`src/rtl/klavye_pkg.sv`:
```
// klavye_pkg: definitions shared by the keystroke transmitter and the
// listener's bench.
//   BYTE_W                      - width of one keystroke byte
//   VARSAYILAN_KARAKTER_SAYISI  - default bytes per code word
//   durum_t                     - transmitter FSM states
//   sayac_genisligi()           - gap counter width for a given BOSLUK (min 1)
package klavye_pkg;

    localparam int BYTE_W                     = 8;
    localparam int VARSAYILAN_KARAKTER_SAYISI = 4;

    typedef enum logic [2:0] {
        BOSTA,
        PROGRAM,
        GONDER,
        ARA,
        KILIT,
        BITTI
    } durum_t;

    function automatic int sayac_genisligi(input int bosluk);
        return (bosluk > 0) ? $clog2(bosluk + 1) : 1;
    endfunction

endpackage

```
`src/rtl/bosluk_sayaci.sv`:
```
// bosluk_sayaci: loadable down-counter timing the idle gap between
// character strobes.
//   clk, rst_n  - clock, asynchronous active-low reset
//   yukle       - load deger into the counter (has priority over azalt)
//   deger       - load value
//   azalt       - decrement by one, saturating at zero
//   sifir       - counter is zero (gap finished)
module bosluk_sayaci #(
    parameter int W = 1
) (
    input  logic         clk,
    input  logic         rst_n,
    input  logic         yukle,
    input  logic [W-1:0] deger,
    input  logic         azalt,
    output logic         sifir
);

    logic [W-1:0] sayac;

    always_ff @(posedge clk or negedge rst_n) begin
        if (!rst_n) begin
            sayac <= '0;
        end else if (yukle) begin
            sayac <= deger;
        end else if (azalt && (sayac != '0)) begin
            sayac <= sayac - 1'b1;
        end
    end

    assign sifir = (sayac == '0);

endmodule

```
`src/rtl/klavye_gonder.sv`:
```
// klavye_gonder: serializes a code word into the keyboard listener's byte
// interfaces. Character mode sends one byte per karakter_aktif strobe, LSB
// byte first, with BOSLUK idle cycles between strobes and no strobe while
// kitle is high. Program mode writes the word MSB byte first on consecutive
// sifre_degis cycles.
//
// Ports:
//   clk, rst_n       - clock, asynchronous active-low reset
//   yukle, mod, kod  - load strobe, mode (1 = program), code word
//   kitle            - listener lock status
//   karakter, karakter_aktif    - character byte and its one-cycle strobe
//   sifre_kanali, sifre_degis   - password byte and its write enable
//   mesgul, bitti    - busy flag, one-cycle completion pulse
//   durum            - current FSM state (debug)
//
// Handshake: yukle is accepted only in a cycle where mesgul is 0; kod and
// mod are latched on that edge. mesgul rises the next cycle and falls in the
// cycle bitti pulses. yukle while mesgul=1 is dropped.
//
// Build option KLAVYE_TEKRAR_EN: a kitle rise in GONDER/ARA/KILIT abandons
// the partly sent word and restarts it from byte 0 after unlock. Without it
// the transfer resumes from the held byte index.
module klavye_gonder
    import klavye_pkg::*;
#(
    parameter int BOSLUK          = 2,
    parameter int KARAKTER_SAYISI = VARSAYILAN_KARAKTER_SAYISI
) (
    input  logic                              clk,
    input  logic                              rst_n,
    input  logic                              yukle,
    input  logic                              mod,
    input  logic [BYTE_W*KARAKTER_SAYISI-1:0] kod,
    input  logic                              kitle,
    output logic [BYTE_W-1:0]                 karakter,
    output logic                              karakter_aktif,
    output logic [BYTE_W-1:0]                 sifre_kanali,
    output logic                              sifre_degis,
    output logic                              mesgul,
    output logic                              bitti,
    output durum_t                            durum
);

    localparam int W       = BYTE_W * KARAKTER_SAYISI;
    localparam int IDX_W   = (KARAKTER_SAYISI > 1) ? $clog2(KARAKTER_SAYISI) : 1;
    localparam int SAYAC_W = sayac_genisligi(BOSLUK);
    // The counter is loaded on the strobe edge and ARA exits when it reads
    // zero, so loading BOSLUK-1 yields exactly BOSLUK idle cycles.
    localparam logic [SAYAC_W-1:0] ARA_YUK = SAYAC_W'((BOSLUK > 0) ? BOSLUK - 1 : 0);
    localparam logic [IDX_W-1:0]   SON_IDX = IDX_W'(KARAKTER_SAYISI - 1);

    logic [W-1:0]      kelime;
    logic [IDX_W-1:0]  idx;
    logic              son_bayt;
    logic              strobe_simdi;
    logic [BYTE_W-1:0] gonder_bayt;
    logic [BYTE_W-1:0] prog_bayt;
    logic              sayac_yukle;
    logic              sayac_azalt;
    logic              sayac_sifir;
`ifdef KLAVYE_TEKRAR_EN
    logic              kitle_q;
`endif

    // The first byte of a word goes out on the accepting edge itself, taken
    // straight from kod, so the strobe is visible the cycle after yukle.
    always_comb begin
        son_bayt = (idx == SON_IDX);
        if (durum == BOSTA) begin
            gonder_bayt = kod[BYTE_W-1:0];
            prog_bayt   = kod[W-1 -: BYTE_W];
        end else begin
            gonder_bayt = kelime[BYTE_W*int'(idx) +: BYTE_W];
            prog_bayt   = kelime[BYTE_W*(KARAKTER_SAYISI-1-int'(idx)) +: BYTE_W];
        end
        strobe_simdi = !kitle && (((durum == BOSTA) && yukle && !mod) || (durum == GONDER));
        sayac_yukle  = strobe_simdi && !son_bayt;
        sayac_azalt  = (durum == ARA);
    end

    bosluk_sayaci #(
        .W (SAYAC_W)
    ) u_bosluk_sayaci (
        .clk   (clk),
        .rst_n (rst_n),
        .yukle (sayac_yukle),
        .deger (ARA_YUK),
        .azalt (sayac_azalt),
        .sifir (sayac_sifir)
    );

    always_ff @(posedge clk or negedge rst_n) begin
        if (!rst_n) begin
            durum          <= BOSTA;
            idx            <= '0;
            kelime         <= '0;
            karakter       <= '0;
            karakter_aktif <= 1'b0;
            sifre_kanali   <= '0;
            sifre_degis    <= 1'b0;
            mesgul         <= 1'b0;
            bitti          <= 1'b0;
`ifdef KLAVYE_TEKRAR_EN
            kitle_q        <= 1'b0;
`endif
        end else begin
            karakter_aktif <= 1'b0;
            sifre_degis    <= 1'b0;
            bitti          <= 1'b0;
`ifdef KLAVYE_TEKRAR_EN
            kitle_q        <= kitle;
`endif
            case (durum)
                BOSTA: begin
                    if (yukle) begin
                        kelime <= kod;
                        mesgul <= 1'b1;
                        if (mod) begin
                            sifre_degis  <= 1'b1;
                            sifre_kanali <= prog_bayt;
                            if (son_bayt) begin
                                durum <= BITTI;
                            end else begin
                                idx   <= idx + 1'b1;
                                durum <= PROGRAM;
                            end
                        end else if (kitle) begin
                            durum <= KILIT;
                        end
                    end
                end
                PROGRAM: begin
                    // kitle deliberately not consulted here.
                    sifre_degis  <= 1'b1;
                    sifre_kanali <= prog_bayt;
                    if (son_bayt) begin
                        durum <= BITTI;
                    end else begin
                        idx <= idx + 1'b1;
                    end
                end
                GONDER: begin
                    if (kitle) begin
                        durum <= KILIT;
`ifdef KLAVYE_TEKRAR_EN
                        idx   <= '0;
`endif
                    end
                end
                ARA: begin
                    if (sayac_sifir) begin
                        durum <= GONDER;
                    end
`ifdef KLAVYE_TEKRAR_EN
                    if (kitle && !kitle_q) begin
                        durum <= KILIT;
                        idx   <= '0;
                    end
`endif
                end
                KILIT: begin
                    if (!kitle) begin
                        durum <= GONDER;
                    end
                end
                BITTI: begin
                    bitti  <= 1'b1;
                    mesgul <= 1'b0;
                    idx    <= '0;
                    durum  <= BOSTA;
                end
                default: durum <= BOSTA;
            endcase

            // Character strobe, shared by the BOSTA accept path and GONDER.
            if (strobe_simdi) begin
                karakter_aktif <= 1'b1;
                karakter       <= gonder_bayt;
                if (son_bayt) begin
                    durum <= BITTI;
                end else begin
                    idx   <= idx + 1'b1;
                    durum <= (BOSLUK > 0) ? ARA : GONDER;
                end
            end
        end
    end

endmodule

```
`config.mk`:
```
export PLATFORM = sky130hd
export DESIGN_NAME = klavye_gonder
export DESIGN_NICKNAME = d
export VERILOG_FILES = /design/src/rtl/klavye_pkg.sv /design/src/rtl/bosluk_sayaci.sv /design/src/rtl/klavye_gonder.sv
export SDC_FILE = /design/constraint.sdc
export NUM_CORES = 1
export LEC_CHECK = 0
export BUFFER_PORTS_ARGS = -buffer_cell sky130_fd_sc_hd__buf_2
export CAP_MARGIN = 20
export CORE_ASPECT_RATIO = 0.7
export CORE_MARGIN = 3
export CORE_UTILIZATION = 43
export DETAILED_ROUTE_END_ITERATION = 16
export PLACE_DENSITY = 0.66
export SYNTH_ARGS = -nofsm -noshare
export SYNTH_HDL_FRONTEND = slang
export SYNTH_SLANG_ARGS = --single-unit
export TNS_END_PERCENT = 1
```
`constraint.sdc`:
```
create_clock -name clk -period 3.3 [get_ports clk]
set_clock_uncertainty 0.05 [all_clocks]
set_input_delay 0.66 -clock clk [delete_from_list [all_inputs] [get_ports clk]]
set_output_delay 0.66 -clock clk [all_outputs]
set_load 0.02 [all_outputs]
```
* Word level (Yosys, flattened, before mapping)
Index checks and enable logic that the tools add are counted.
** Word-level totals
- Logic and storage cells :: 76
- Bits of input ports :: 37
- Bits in registers :: 59
- Output and inout port bits :: 23
** Operators by class
- Reductions and logical operators :: 19
- Eq/ne operators :: 12
- Shift-type cells :: 2
- $add $sub $neg :: 3
- Multiplexer cells :: 30
** Operators with widths (count)
- variable part select 32 x 6 -> 8 bit :: 2
- two-way mux 8 bit :: 4
- two-way mux 3 bit :: 9
- case mux 8 bit (2 select lines) :: 1
- case mux 3 bit (5 select lines) :: 1
- two-way mux 2 bit :: 7
- inequality test 3 bit, second input constant :: 4
- nonzero test 2 bit :: 4
- == test 3 x 2 -> 1 bit, second input constant :: 2
- == test 3 bit, second input constant :: 2
- case mux 2 bit (3 select lines) :: 1
- logical AND 1 bit :: 5
- two-way mux 1 bit :: 5
- inequality test 2 bit, second input constant :: 2
- case mux 1 bit (2 select lines) :: 2
- AND reduction 2 bit :: 2
- AND reduction 4 bit :: 1
- == test 3 x 1 -> 1 bit, second input constant :: 1
- logical NOT 1 bit :: 3
- logical NOT 3 bit :: 1
- AND reduction 3 bit :: 1
- subtractor 2 x 2 -> 3 bit, first input constant :: 1
- adder 2 x 1 -> 2 bit, second input constant :: 1
- == test 2 bit, second input constant :: 1
- other kinds (3) :: 3

* Longest topological paths before layout
Gate-level depths: netlist of run 1.
- Word-level depth :: 7
- Depth in mapped cells :: 7

* Modules after synthesis
From an unflattened synthesis of run 1, not the netlist that was laid out.
** Unflattened totals
- Cells, all modules :: 255
- Area, all modules :: 3098.0 sq um
** By module, submodules not included
- klavye_gonder :: area an instance 2965.3 sq um, cells each 242, instances 1
- bosluk_sayaci :: area an instance 132.6 sq um, cells each 13, instances 1

* Worst setup path after synthesis of run 1
No wires, ideal clock.
- Path kind :: register -> register
- From :: register durum[1]
- To :: register kelime[10]
- Cell stages (with the launch flop) :: 7
- Period minus slack after synthesis :: 1.894 ns
- Data arrival time :: 1.719 ns
- Library setup time :: 0.125 ns
- Path buffers :: 3
- Slack :: 1.406 ns
- Path through :: dfrtp_1 > buf_6 > nor3_2 > and2_1 > buf_2 > buf_4 > mux2_2
** Between the ends
- Word-level cells in the longest chain between the ends :: 2
** Ends and longest elaborated chain
- start, declared :: RTL line klavye_gonder.sv:41 : output durum_t durum
- start signal, assigned :: RTL line klavye_gonder.sv:183 : durum <= (BOSLUK > 0) ? ARA : GONDER;
- logical NOT 3 bit :: RTL line klavye_gonder.sv:113 : case (durum)
- AND reduction 2 bit (no line)
- end signal, assigned :: RTL line klavye_gonder.sv:116 : kelime <= kod;
- end, declared :: RTL line klavye_gonder.sv:52 : logic [W-1:0] kelime;
No other way between the ends.
A chain may end at the register's enable or synchronous reset.

* Final worst setup path of run 1
- From :: register durum[2]
- To :: register kelime[17]
Same word-level chain as after synthesis.

==> results of run 1 <==
==> metal layers <==
metal  up-vias  wire length (um)  global-route usage (%)
met4         0                52                    3.49
met2        70              2700                    23.1
li1        946                 -                       -
met5         -                 0                       0
met1      1031              3180                    25.0
met3         7               522                    7.87
==> worst max-delay path: cells and delay by family, from the launching register on <==
kind	cells	cell delay, ns
multiplexers	1	0.38
AND/OR/NAND/NOR	2	0.67
buffers and inverters	2	0.62
flip-flops	1	0.53
==> registers in the layout (all words and copies together), names as in the netlist <==
| register | flops |
|---|---|
| sifre_kanali | 8 |
| karakter | 8 |
| durum | 3 |
| u_bosluk_sayaci.sayac | 2 |
| bitti | 1 |
| mesgul | 1 |
| kelime | 32 |
| sifre_degis | 1 |
| karakter_aktif | 1 |
| idx | 2 |
==> cell families (layout without fill, tap and decap cells) <==
family                     Yosys count  in the layout  share of synthesized area [%]
DFF                                 59             59                           48.9
AOI/OAI and AO/OA                   29             29                           6.42
muxes                               68             68                           31.7
buffers and inverters               24             87                           4.43
adders and majority gates            4              4                           1.66
xor gates and xnor gates             1              1                          0.290
and+or+nand+nor                     39             39                           6.63
==> power by group through the flow <==
stage,clock (W),sequential (W),combinational [W]
floorplan,0,0.00145,0.00148
global placement,0,0.00142,0.00188
detailed placement,0,0.00143,0.00190
CTS,0.000619,0.00143,0.00191
global route,0.000655,0.00149,0.00207
finish,0.000594,0.00143,0.00189
==> final timing paths <==
path,end,slack [ns],cells after the start
max,kelime[17]$_DFFE_PN0N_,0.92,5
min,bitti$_DFF_PN0_,0.24,1
max reg2reg,kelime[17]$_DFFE_PN0N_,0.92,5
min reg2reg,karakter[4]$_DFFE_PN0P_,0.46,1
max in group asynchronous,kelime[29]$_DFFE_PN0N_,2.07,2
min in group clk,karakter[4]$_DFFE_PN0P_,0.46,1
==> cell usage after synthesis, drive strengths merged <==
cell,count
o21bai,2
a221o,1
and4bb,1
nand2,20
a31oi,8
nor3b,1
o21ai,1
mux4,16
nand3b,1
o211a,1
or3,1
o22ai,1
mux2,48
a2bb2oi,1
o21a,1
clkbuf,4
mux2i,4
nand2b,3
nand4bb,1
and2,2
ha,4
dfrtp,59
nor2b,1
nor2,3
nor4,1
inv,7
a21oi,8
buf,13
a32oi,2
nor3,4
a21o,1
o311ai,1
xnor2,1
a211oi,1
==> stage by stage <==
step / cells / hold WS, ns / setup WS [ns] / utilization [%]
after global placement: 362 / 0.437 / 1.05 / 51.5
after global routing: 378 / 0.251 / 0.830 / 54.3
after floorplan: 224 / 0.314 / 1.41 / -
after detailed placement: 362 / 0.445 / 0.965 / 51.5
final: 378 / 0.241 / 0.916 / 54.3
after CTS: 378 / 0.245 / 0.941 / 54.3
==> cell type report <==
| type | instances | area (um^2) |
|---|---|---|
| well taps | 91 | 114 |
| repair buffers | 64 | 333 |
| inverters | 7 | 26.3 |
| clock buffers | 12 | 155 |
| flip-flops and latches | 59 | 1480 |
| multi-input cells | 141 | 1410 |
| fillers | 588 | 2980 |
| clock inverters | 4 | 25.0 |
==> impl_results.md, run 1 <==
- Buffer type at the clock tree root: sky130_fd_sc_hd__clkbuf_8
- Internal power: roughly 0.0025 W
- Post-synth top area cell: sky130_fd_sc_hd__dfrtp_1
- Number of storage elements in the synthesis netlist: 59
- Cells resized by post-CTS repair: 0
- Portion of total power attributed to sequential cells: 36.6%
- Cell types occupying the most area after synthesis: sky130_fd_sc_hd__dfrtp_1, sky130_fd_sc_hd__mux2_2, sky130_fd_sc_hd__mux4_2
- Hold-fix buffer count after cts: 0
- # diodes: 0
- Setup_tns: 0 ns
- Min cycle time layout: roughly 2.4 ns
- Final hold violation count: 0
- Post-route antenna net violation count: 0
- R2R Path Start: durum[2]$_DFFE_PN0P_
- DIE AREA: between 8000 and 9000 um^2
- Crit-path most repeated cell: sky130_fd_sc_hd__buf_4
- TritonCTS Buffers: 9
- Crit path launch type: flop
- Clock tree from TritonCTS: built
- Worst setup startpoint: durum[2]$_DFFE_PN0P_
- Initial core utilization: between 40% and 50%
- Leakage power of the design: between 1.5 and 2 nW
- Max stage delay on crit path: 0.53 ns
- Total power density per cell area: between 1000 and 1500 nW/um^2
- Clock Tree Buf Depth: 2
- Min-delay worst type: primary input to async pin
- Floorplan core area: approximately 6500 um^2
- Clock-pin slew of the registers on the worst-case setup and hold paths: 0.07 ns
- Synth warn: 0
- Clock insertion delay at the later pin of the skew report: approximately 0.34 ns
- Peak ir drop on the vdd network: about 0.44 mV
- Setup violations, final: 0
- Layout net count: ~320
- Net Count, Synth: between 200 and 300
- Number of instances in the synthesized netlist: roughly 220
- Initial antenna violation count: 0
- Total vias in the final route: 2054
- Clock power frac: between 10% and 20%
- Wire length of the first global-routing pass: roughly 11000 um
- Peak clock frequency supported by timing: ~0.42 GHz
- Floorplan die height: 76.1 um
- Crit share post-route: 72.2%
- Layout area overhead: 17.2%
- Yosys top cell area share: about half
- Count of routing violations after the opening detailed-route iteration: between 100 and 150
- Type of the setup path with the least slack: flop to flop
- Number of violations of the max-capacitance limit: 0
- Setup repair bufs after CTS: 0
- Overall power consumption: slightly below 0.004 W
- Cells along the critical path: nor3_2 > buf_4 > and2_1 > buf_4 > mux2_2
- Synth unique cells: 39
- Detailed placer's ending HPWL: between 4000 and 5000 um
- Standard-cell row count: 24
- Measured slew at the worst slew-check pin: roughly 0.80 ns
- Total iterations of the first detailed-routing run: 4
- Total Wirelength: roughly 6500 um
- Number of levels in the clock H-tree: 3
- Critical-path maximum fanout: 24
- Slowest cell on the critical path: sky130_fd_sc_hd__dfrtp_1
- Weighted congestion at the end of routability-driven global placement: 0.779
- Fraction of final layout cells sized beyond drive strength 1: ~51%
- Pin count of the biggest net entering global routing: 39
- Portion of total power attributed to combinational logic: approximately half
- Psw: about 0.0015 W
- Via count of the first global-routing pass: 1991
- Buffers added on ports: 59
- Chip Width: around 110 um
- Placed Instance Area: roughly 3400 um^2
- Switching part of the total power: between 30% and 40%
- Status: completed
- Commonest cells after routing, fill and taps aside: sky130_fd_sc_hd__dfrtp_1, sky130_fd_sc_hd__buf_2, sky130_fd_sc_hd__mux2_2
- Congestion Overflow GR: 0
- RSZ-0062 raised after global routing: false
- Post-layout instance area: 3540 um^2
- Endpoint required time on the critical path: about 3.5 ns
- Final max-slew violation count: 0
- Post-DR vias/cell: roughly 5.4
- Relative slew slack: a little under half
- DRC errors left: 0
- Arrival time of the worst setup path: 2.55 ns
- Cell Area, Synth: between 3000 and 4000 um^2
- Clock Sink Count: slightly below 60
- Number of I/O pins: 60
- Average size of a mapped cell: roughly 13 um^2
- Per-cell routed wire length: about 17 um
- Register area share after synthesis: between 40% and 50%
- GRT Util Overall: between 10% and 20%
- Worst setup EP type: flop
No activity file was read; power rests on OpenSTA's default activity.
==> run 2, diff against run 1 <==
- ABC_AREA: default -> 1
- clock period: 3.3 -> 2.2 ns (I/O delays scaled with it)
==> run 2 against run 1 <==
Effect of this change:
- clock power grew 92%
- maximum frequency rose by 31%
- first-iteration DRC count rose by 98%
- critical path depth up 4
- worst hold slack lost 0.17 ns
- largest cell class unchanged
==> impl_results.md, run 2 <==
- Endpoint required time on the critical path: 2.36 ns (was 3.47 ns)
- Post-synth top area cell: sky130_fd_sc_hd__dfrtp_1 (unchanged)
- Setup_tns: 0 ns (unchanged)
- Cells along the critical path: inv_2 > nand2_2 > nor2_4 > buf_4 > inv_2 > nand3_1 > nand2_1 > nand2_1 > o21ai_0 (was nor3_2 > buf_4 > and2_1 > buf_4 > mux2_2)
- Pin count of the biggest net entering global routing: 32 (was 39)
- Commonest cells after routing, fill and taps aside: sky130_fd_sc_hd__nand2_1, sky130_fd_sc_hd__nand3_1, sky130_fd_sc_hd__dfrtp_1, sky130_fd_sc_hd__buf_2, sky130_fd_sc_hd__a21oi_1 (was sky130_fd_sc_hd__dfrtp_1, sky130_fd_sc_hd__buf_2, sky130_fd_sc_hd__mux2_2)
- Cell Area, Synth: 3130 um^2 (was 3020 um^2)
- Top Family by Delay on Critical Path: buffers and inverters (was simple AND/OR/NAND/NOR gates)
- Total power density per cell area: 1630 nW/um^2 (was 1110 nW/um^2)
- RSZ-0062 raised after global routing: false (unchanged)
- Final max-slew violation count: 0 (unchanged)
- GRT Util Overall: 21.1% (was 17.1%)
- Worst setup EP type: flop (unchanged)
- Chip Width: 108 um (was 106 um)
- Register Area: 1480 um^2 (unchanged)
- Buffers plus inverters on the worst setup path: 3 (was 2)
- Synth unique cells: 23 (was 39)
- Number of I/O pins: 60 (unchanged)
- Layout Utilization: 54.1% (was 54.3%)
- Initial antenna violation count: 0 (unchanged)
- Synth cell count leaders: sky130_fd_sc_hd__nand2_1, sky130_fd_sc_hd__nand3_1, sky130_fd_sc_hd__dfrtp_1 (was sky130_fd_sc_hd__dfrtp_1, sky130_fd_sc_hd__mux2_2, sky130_fd_sc_hd__nand2_1)
- Met1 Routed Length: 4250 um (was 3180 um)
- Uppermost layer routed: met4 (unchanged)
- Critical-path maximum fanout: 18 (was 24)
- Initial core utilization: 45.2% (was 46.3%)
- Clock insertion delay at the later pin of the skew report: 0.34 ns (about the same)
- Total iterations of the first detailed-routing run: 5 (was 4)
- Worst reg-to-reg path cell count: 9 (was 5)
- Standard-cell row count: 25 (was 24)
- R2R Path Start: durum[1]$_DFFE_PN0P_ (was durum[2]$_DFFE_PN0P_)
- Multi-input gate area in the final layout: 1360 um^2 (was 1410 um^2)
- Flip-flop count of the largest register, all copies and words added: 32 (unchanged)
- Via count of the first global-routing pass: 2583 (was 1991)
- Register area share after synthesis: 47.2% (was 48.9%)
- Crit path launch type: flop (unchanged)
- Type of the setup path with the least slack: flop to flop (unchanged)
- Layout net count: 523 (was 323)
- Min-delay worst type: primary input to async pin (unchanged)
- Measured slew at the worst slew-check pin: 0.642 ns (was 0.805 ns)
- Wire length of the first global-routing pass: 13600 um (was 10500 um)
- Cell types occupying the most area after synthesis: sky130_fd_sc_hd__dfrtp_1, sky130_fd_sc_hd__nand2_1, sky130_fd_sc_hd__nand3_1 (was sky130_fd_sc_hd__dfrtp_1, sky130_fd_sc_hd__mux2_2, sky130_fd_sc_hd__mux4_2)
- Relative slew slack: 57.2% (was 46.3%)
- Fraction of final layout cells sized beyond drive strength 1: 19.5% (was 50.5%)
- R2r setup slk: 0.38 ns (was 0.92 ns)
- Average size of a mapped cell: 7.35 um^2 (was 13.5 um^2)
- Number of levels in the clock H-tree: 3 (unchanged)
- Leakage power of the design: 1.99 nW (was 1.59 nW)
- Reg2reg end: karakter[6]$_DFFE_PN0P_ (was kelime[17]$_DFFE_PN0N_)
- Total Wirelength: 8420 um (was 6460 um)
- Number of instances in the synthesized netlist: 425 (was 224)
- Slowest cell on the critical path: sky130_fd_sc_hd__dfrtp_1 (unchanged)
- Clock tree from TritonCTS: built (unchanged)
- Post-DR vias/cell: 5.14 (was 5.43)
- Max stage delay on crit path: 0.44 ns (was 0.53 ns)
- # diodes: 0 (unchanged)
- Min cycle time layout: 1.82 ns (was 2.38 ns)
- Final hold violation count: 0 (unchanged)
- Buffers added on ports: 59 (unchanged)
- Clock Tree Buf Depth: 2 (unchanged)
- Clock-pin slew of the registers on the worst-case setup and hold paths: 0.06 ns (was 0.07 ns)
- Cells resized by post-CTS repair: 0 (unchanged)
- Yosys top cell area share: 47.2% (was 48.9%)
- Per-cell routed wire length: 14.5 um (was 17.1 um)
- Met2 routed WL: 3380 um (was 2700 um)
- Congestion Overflow GR: 0 (unchanged)
- Number of violations of the max-capacitance limit: 0 (unchanged)
- Layout area overhead: 19.7% (was 17.2%)
- Synth warn: 0 (unchanged)
- Async set-or-reset flop fraction in the synthesized netlist: 100% (unchanged)
- Number of flops mapped to enable cells by yosys: 0 (unchanged)
- DIE AREA: 8340 um^2 (was 8080 um^2)
- Peak clock frequency supported by timing: 0.550 GHz (was 0.420 GHz)
- Most common cell in the netlist: sky130_fd_sc_hd__nand2_1 (was sky130_fd_sc_hd__dfrtp_1)
- Buffer type at the clock tree root: sky130_fd_sc_hd__clkbuf_8 (unchanged)
- Most used flip-flop cell after synthesis: sky130_fd_sc_hd__dfrtp_1 (unchanged)
- Crit share post-route: 82.6% (was 72.2%)
- Most common cell after layout, fill and taps aside: sky130_fd_sc_hd__nand2_1
- Floorplan core area: 6910 um^2 (was 6520 um^2)
- Status: completed (unchanged)
- Floorplan die height: 77.3 um (was 76.1 um)
- Number of fill cells: 664 (was 588)
- Peak ir drop on the vdd network: 0.642 mV (was 0.443 mV)
- Hold-fix buffer count after cts: 0 (unchanged)
- Total vias in the final route: 2984 (was 2054)
- Detail Route met3 WL: 734 um (was 522 um)
- Count of routing violations after the opening detailed-route iteration: 230 (was 116)
- Clock Sink Count: 59 (unchanged)
- Detailed placer's ending HPWL: 6090 um (was 4330 um)
- Post-route antenna net violation count: 0 (unchanged)
- TritonCTS Buffers: 9 (unchanged)
- Net Count, Synth: 466 (was 265)
- Setup repair bufs after CTS: 0 (unchanged)
- Arrival time of the worst setup path: 1.98 ns (was 2.55 ns)
- Number of storage elements in the synthesis netlist: 59 (unchanged)
- DRC errors left: 0 (unchanged)
- Reg with most FFs: kelime (unchanged)
- Setup violations, final: 0 (unchanged)
- Largest registers in the final layout: kelime x32, karakter x8, sifre_kanali x8 (unchanged)
- Weighted congestion at the end of routability-driven global placement: 0.956 (was 0.779)
## run 2: changes by cell type after synthesis, moves of 8 or more
cell / previous run / this run
sky130_fd_sc_hd__nand2_1: 20 / 116
sky130_fd_sc_hd__nand3_1: 0 / 63
sky130_fd_sc_hd__mux2_2: 44 / 0
sky130_fd_sc_hd__a21oi_1: 8 / 50
sky130_fd_sc_hd__inv_1: 7 / 37
sky130_fd_sc_hd__nor2_1: 3 / 31
sky130_fd_sc_hd__o21ai_0: 0 / 23
sky130_fd_sc_hd__mux4_2: 16 / 0
sky130_fd_sc_hd__a31oi_1: 8 / 0
sky130_fd_sc_hd__buf_2: 5 / 13
## run 2: worst max-delay path by stage
stage	end	cells after the start	start	slack [ns]
6_report	karakter[6]$_DFFE_PN0P_	9	durum[1]$_DFFE_PN0P_	0.38
5_1_grt	karakter[6]$_DFFE_PN0P_	9	durum[2]$_DFFE_PN0P_	0.29
4_1_cts	karakter[6]$_DFFE_PN0P_	9	durum[1]$_DFFE_PN0P_	0.41
3_5_place_dp	karakter[6]$_DFFE_PN0P_	9	durum[2]$_DFFE_PN0P_	0.45
3_3_place_gp	karakter[3]$_DFFE_PN0P_	6	mod	0.52
2_1_floorplan	idx[0]$_DFF_PN0_	8	durum[0]$_DFFE_PN0P_	0.66
## run 2: layout make-up
type	count	area share [%]
multi-input cells	298	36.3
inverters	43	4.32
clock inverters	4	1.94
repair buffers	71	10.6
flip-flops and latches	59	39.5
clock buffers	12	4.15
well taps	94	3.14
## run 2: cell families after synthesis
family | Yosys count | synth area share (%)
AOI/OAI and AO/OA | 77 | 12.4
xor gates and xnor gates | 1 | 0.280
adders and majority gates | 4 | 1.60
buffers and inverters | 68 | 9.29
DFF | 59 | 47.2
and+or+nand+nor | 216 | 29.1
## run 2: per-layer routing
layer / track usage, % / vias up
li1: - / 1482
met1: 33.6 / 1370
met2: 27.7 / 127
met3: 6.73 / 5
met4: 4.16 / 0
met5: 0 / -
## run 2: stage by stage
stage	total power [W]	setup WS, ns	cell area (um^2)	hold WS (ns)	instances
5_1_grt	0.00663	0.286	3740	0.104	581
2_1_floorplan	0.00409	0.660	3130	0.0944	425
3_3_place_gp	0.00489	0.523	3510	0.428	565
3_5_place_dp	0.00495	0.446	3510	0.437	565
4_1_cts	0.00613	0.405	3740	0.0754	581
6_report	0.00611	0.383	3740	0.0743	581
## run 2: where the power goes
part / switching [W] / internal, W
Combinational: 0.00201 / 0.00101
Sequential: 0.000350 / 0.00160
Clock: 0.000440 / 0.000698
Total: 0.00280 / 0.00331
==> run 3, diff against run 2 <==
- ABC_AREA: 1 -> 0
- PLACE_DENSITY: 0.66 -> 0.68
- clock period: 2.2 -> 1.6 ns (I/O delays scaled with it)
==> run 3 against run 2 <==
Effect of this change:
- the run now ends with setup timing left
- first-iteration DRC count is 63% lower
- die area is 3.2% lower
- register-to-register slack worse by 0.55 ns
- utilization is 4.9 points higher
- via count is 27% lower
- maximum frequency is 3.1% higher
- final cell count is 31% lower
- combinational power is 59% higher
- largest cell class unchanged
- highest routed layer unchanged
==> impl_results.md, run 3 (synthesis gave the netlist of run 1 again) <==
- Number of I/O pins: 60 (unchanged)
- Initial antenna violation count: 0 (unchanged)
- Peak ir drop on the vdd network: 0.966 mV (was 0.642 mV)
- Measured slew at the worst slew-check pin: 0.373 ns (was 0.642 ns)
- Final max-slew violation count: 0 (unchanged)
- Total vias in the final route: 2169 (was 2984)
- Total iterations of the first detailed-routing run: 4 (was 5)
- Clock tree from TritonCTS: built (unchanged)
- Detailed placer's ending HPWL: 4800 um (was 6090 um)
- Arrival time of the worst setup path: 1.94 ns (was 1.98 ns)
- DIE AREA: 8080 um^2 (was 8340 um^2)
- Hold WS: 0.150 ns (was 0.0743 ns)
- Post-DR vias/cell: 5.42 (was 5.14)
- Total power density per cell area: 2300 nW/um^2 (was 1630 nW/um^2)
- Relative slew slack: 75.2% (was 57.2%)
- Layout area overhead: 27.4% (was 19.7%)
- Setup violations, final: 41 (was 0)
- Most common cell after layout, fill and taps aside: sky130_fd_sc_hd__buf_2 (was sky130_fd_sc_hd__nand2_1)
- Final hold violation count: 0 (unchanged)
- Floorplan core area: 6520 um^2 (was 6910 um^2)
- Buffers added on ports: 59 (unchanged)
- Via count of the first global-routing pass: 2191 (was 2583)
- Buffer type at the clock tree root: sky130_fd_sc_hd__clkbuf_8 (unchanged)
- TritonCTS Buffers: 9 (unchanged)
- Violated checks: setup timing
- Clock insertion delay at the later pin of the skew report: 0.34 ns (about the same)
- Wire length of the first global-routing pass: 11200 um (was 13600 um)
- # diodes: 0 (unchanged)
- GRT Util Overall: 17.9% (was 21.1%)
- Number of levels in the clock H-tree: 3 (unchanged)
- Flip-flop count of the largest register, all copies and words added: 32 (unchanged)
- Final worst-path setup slack: -0.163 ns (was 0.383 ns)
- Layout Cells excl Fill: 400 (was 581)
- Commonest cells after routing, fill and taps aside: sky130_fd_sc_hd__buf_2, sky130_fd_sc_hd__dfrtp_1, sky130_fd_sc_hd__mux2_2 (was sky130_fd_sc_hd__nand2_1, sky130_fd_sc_hd__nand3_1, sky130_fd_sc_hd__dfrtp_1, sky130_fd_sc_hd__buf_2, sky130_fd_sc_hd__a21oi_1)
- Status: finished with violations (was completed)
- Reg with most FFs: kelime (unchanged)
- Number of cells in the design after placement: 383 (was 565)
- RSZ-0062 raised after global routing: true (was false)
- Standard-cell row count: 24 (was 25)
- Post-route antenna net violation count: 0 (unchanged)
- Leakage power of the design: 1.75 nW (was 1.99 nW)
- Critical-path maximum fanout: 6 (was 18)
- Type of the setup path with the least slack: flop to flop (unchanged)
- Clock Tree Buf Depth: 2 (unchanged)
- R2r setup slk: -0.16 ns (was 0.38 ns)
- Pin count of the biggest net entering global routing: 47 (was 32)
- Endpoint required time on the critical path: 1.78 ns (was 2.36 ns)
- Peak clock frequency supported by timing: 0.567 GHz (was 0.550 GHz)
- Floorplan die height: 76.1 um (was 77.3 um)
- Largest registers in the final layout: kelime x32, karakter x8, sifre_kanali x8 (unchanged)
- Crit share post-route: 110% (was 82.6%)
- Crit path launch type: flop (unchanged)
- Count of routing violations after the opening detailed-route iteration: 85 (was 230)
- Number of violations of the max-capacitance limit: 0 (unchanged)
- Layout net count: 347 (was 523)
- Congestion Overflow GR: 0 (unchanged)
- Chip Width: 106 um (was 108 um)
- DRC errors left: 0 (unchanged)
- Weighted congestion at the end of routability-driven global placement: 0.789 (was 0.956)
- Min-delay worst type: primary input to flop (was primary input to async pin)
- Total Wirelength: 6760 um (was 8420 um)
- Worst setup EP type: flop (unchanged)
- Clock-pin slew of the registers on the worst-case setup and hold paths: 0.07 ns (was 0.06 ns)
- Clock Sink Count: 59 (unchanged)
- Per-cell routed wire length: 16.9 um (was 14.5 um)
- Initial core utilization: 46.3% (was 45.2%)
- Min cycle time layout: 1.76 ns (was 1.82 ns)
- Fraction of final layout cells sized beyond drive strength 1: 56.3% (was 19.5%)
## run 3: what timing repair did
item	CTS	global route
hold buffers	1	0
buffers inserted	0	2
resized for setup	8	9
pin swaps	1	1
hold endpoints to repair	13	0
endpoints found under the setup margin	54	54
## run 3: path summary, 6_finish.rpt
kind / from / to / cells after the start
worst max-delay path: idx[0]$_DFF_PN0_ / karakter[7]$_DFFE_PN0P_ / 4
worst min-delay path: kod[18] / kelime[18]$_DFFE_PN0N_ / 2
worst max register to register: idx[0]$_DFF_PN0_ / karakter[7]$_DFFE_PN0P_ / 4
worst min register to register: karakter[2]$_DFFE_PN0P_ / karakter[2]$_DFFE_PN0P_ / 1
max in group asynchronous: rst_n / kelime[11]$_DFFE_PN0N_ / 3
min in group asynchronous: rst_n / kelime[26]$_DFFE_PN0N_ / 2
## run 3: final cells by class
class	instances	area, um^2
multi-input combinational	141	1460
sequential	59	1480
clock inverter	1	7.51
fill	571	2670
clock buffer	13	179
timing repair buffer	88	584
tap	91	114
inverter	7	26.3
## run 3: layer usage
metal / global-route usage [%] / vias to the layer above / part of all wire (%)
li1: - / 1003 / -
met1: 25.8 / 1088 / 48
met2: 25.7 / 68 / 44
met3: 5.17 / 10 / 5.7
met4: 6.21 / 0 / 1.5
met5: 0 / - / 0
## run 3: power breakdown
part           internal (W)  switching (W)
registers           0.00227       0.000508
logic               0.00269        0.00212
clock network      0.000714       0.000562
total               0.00567        0.00318
## run 3: worst max-delay path, stage by stage, from the launching register on
cell	delay [ns]
sky130_fd_sc_hd__dfrtp_1	0.41
sky130_fd_sc_hd__buf_6	0.16
sky130_fd_sc_hd__mux4_2	0.49
sky130_fd_sc_hd__mux2_2	0.27
sky130_fd_sc_hd__mux2_2	0.26
## run 3: through the flow
stage	worst slack [ns]	setup TNS [ns]	total power [W]	utilization, %	cell area (um^2)
6_report	-0.163	-2.24	0.00886	59.0	3850
5_1_grt	-0.213	-4.74	0.00951	59.0	3850
4_1_cts	-0.159	-2.12	0.00878	58.3	3800
3_5_place_dp	-0.161	-4.14	0.00741	54.8	3570
3_3_place_gp	-0.142	-3.55	0.00729	54.8	3570
2_1_floorplan	-0.271	-7.66	0.00605	-	3030
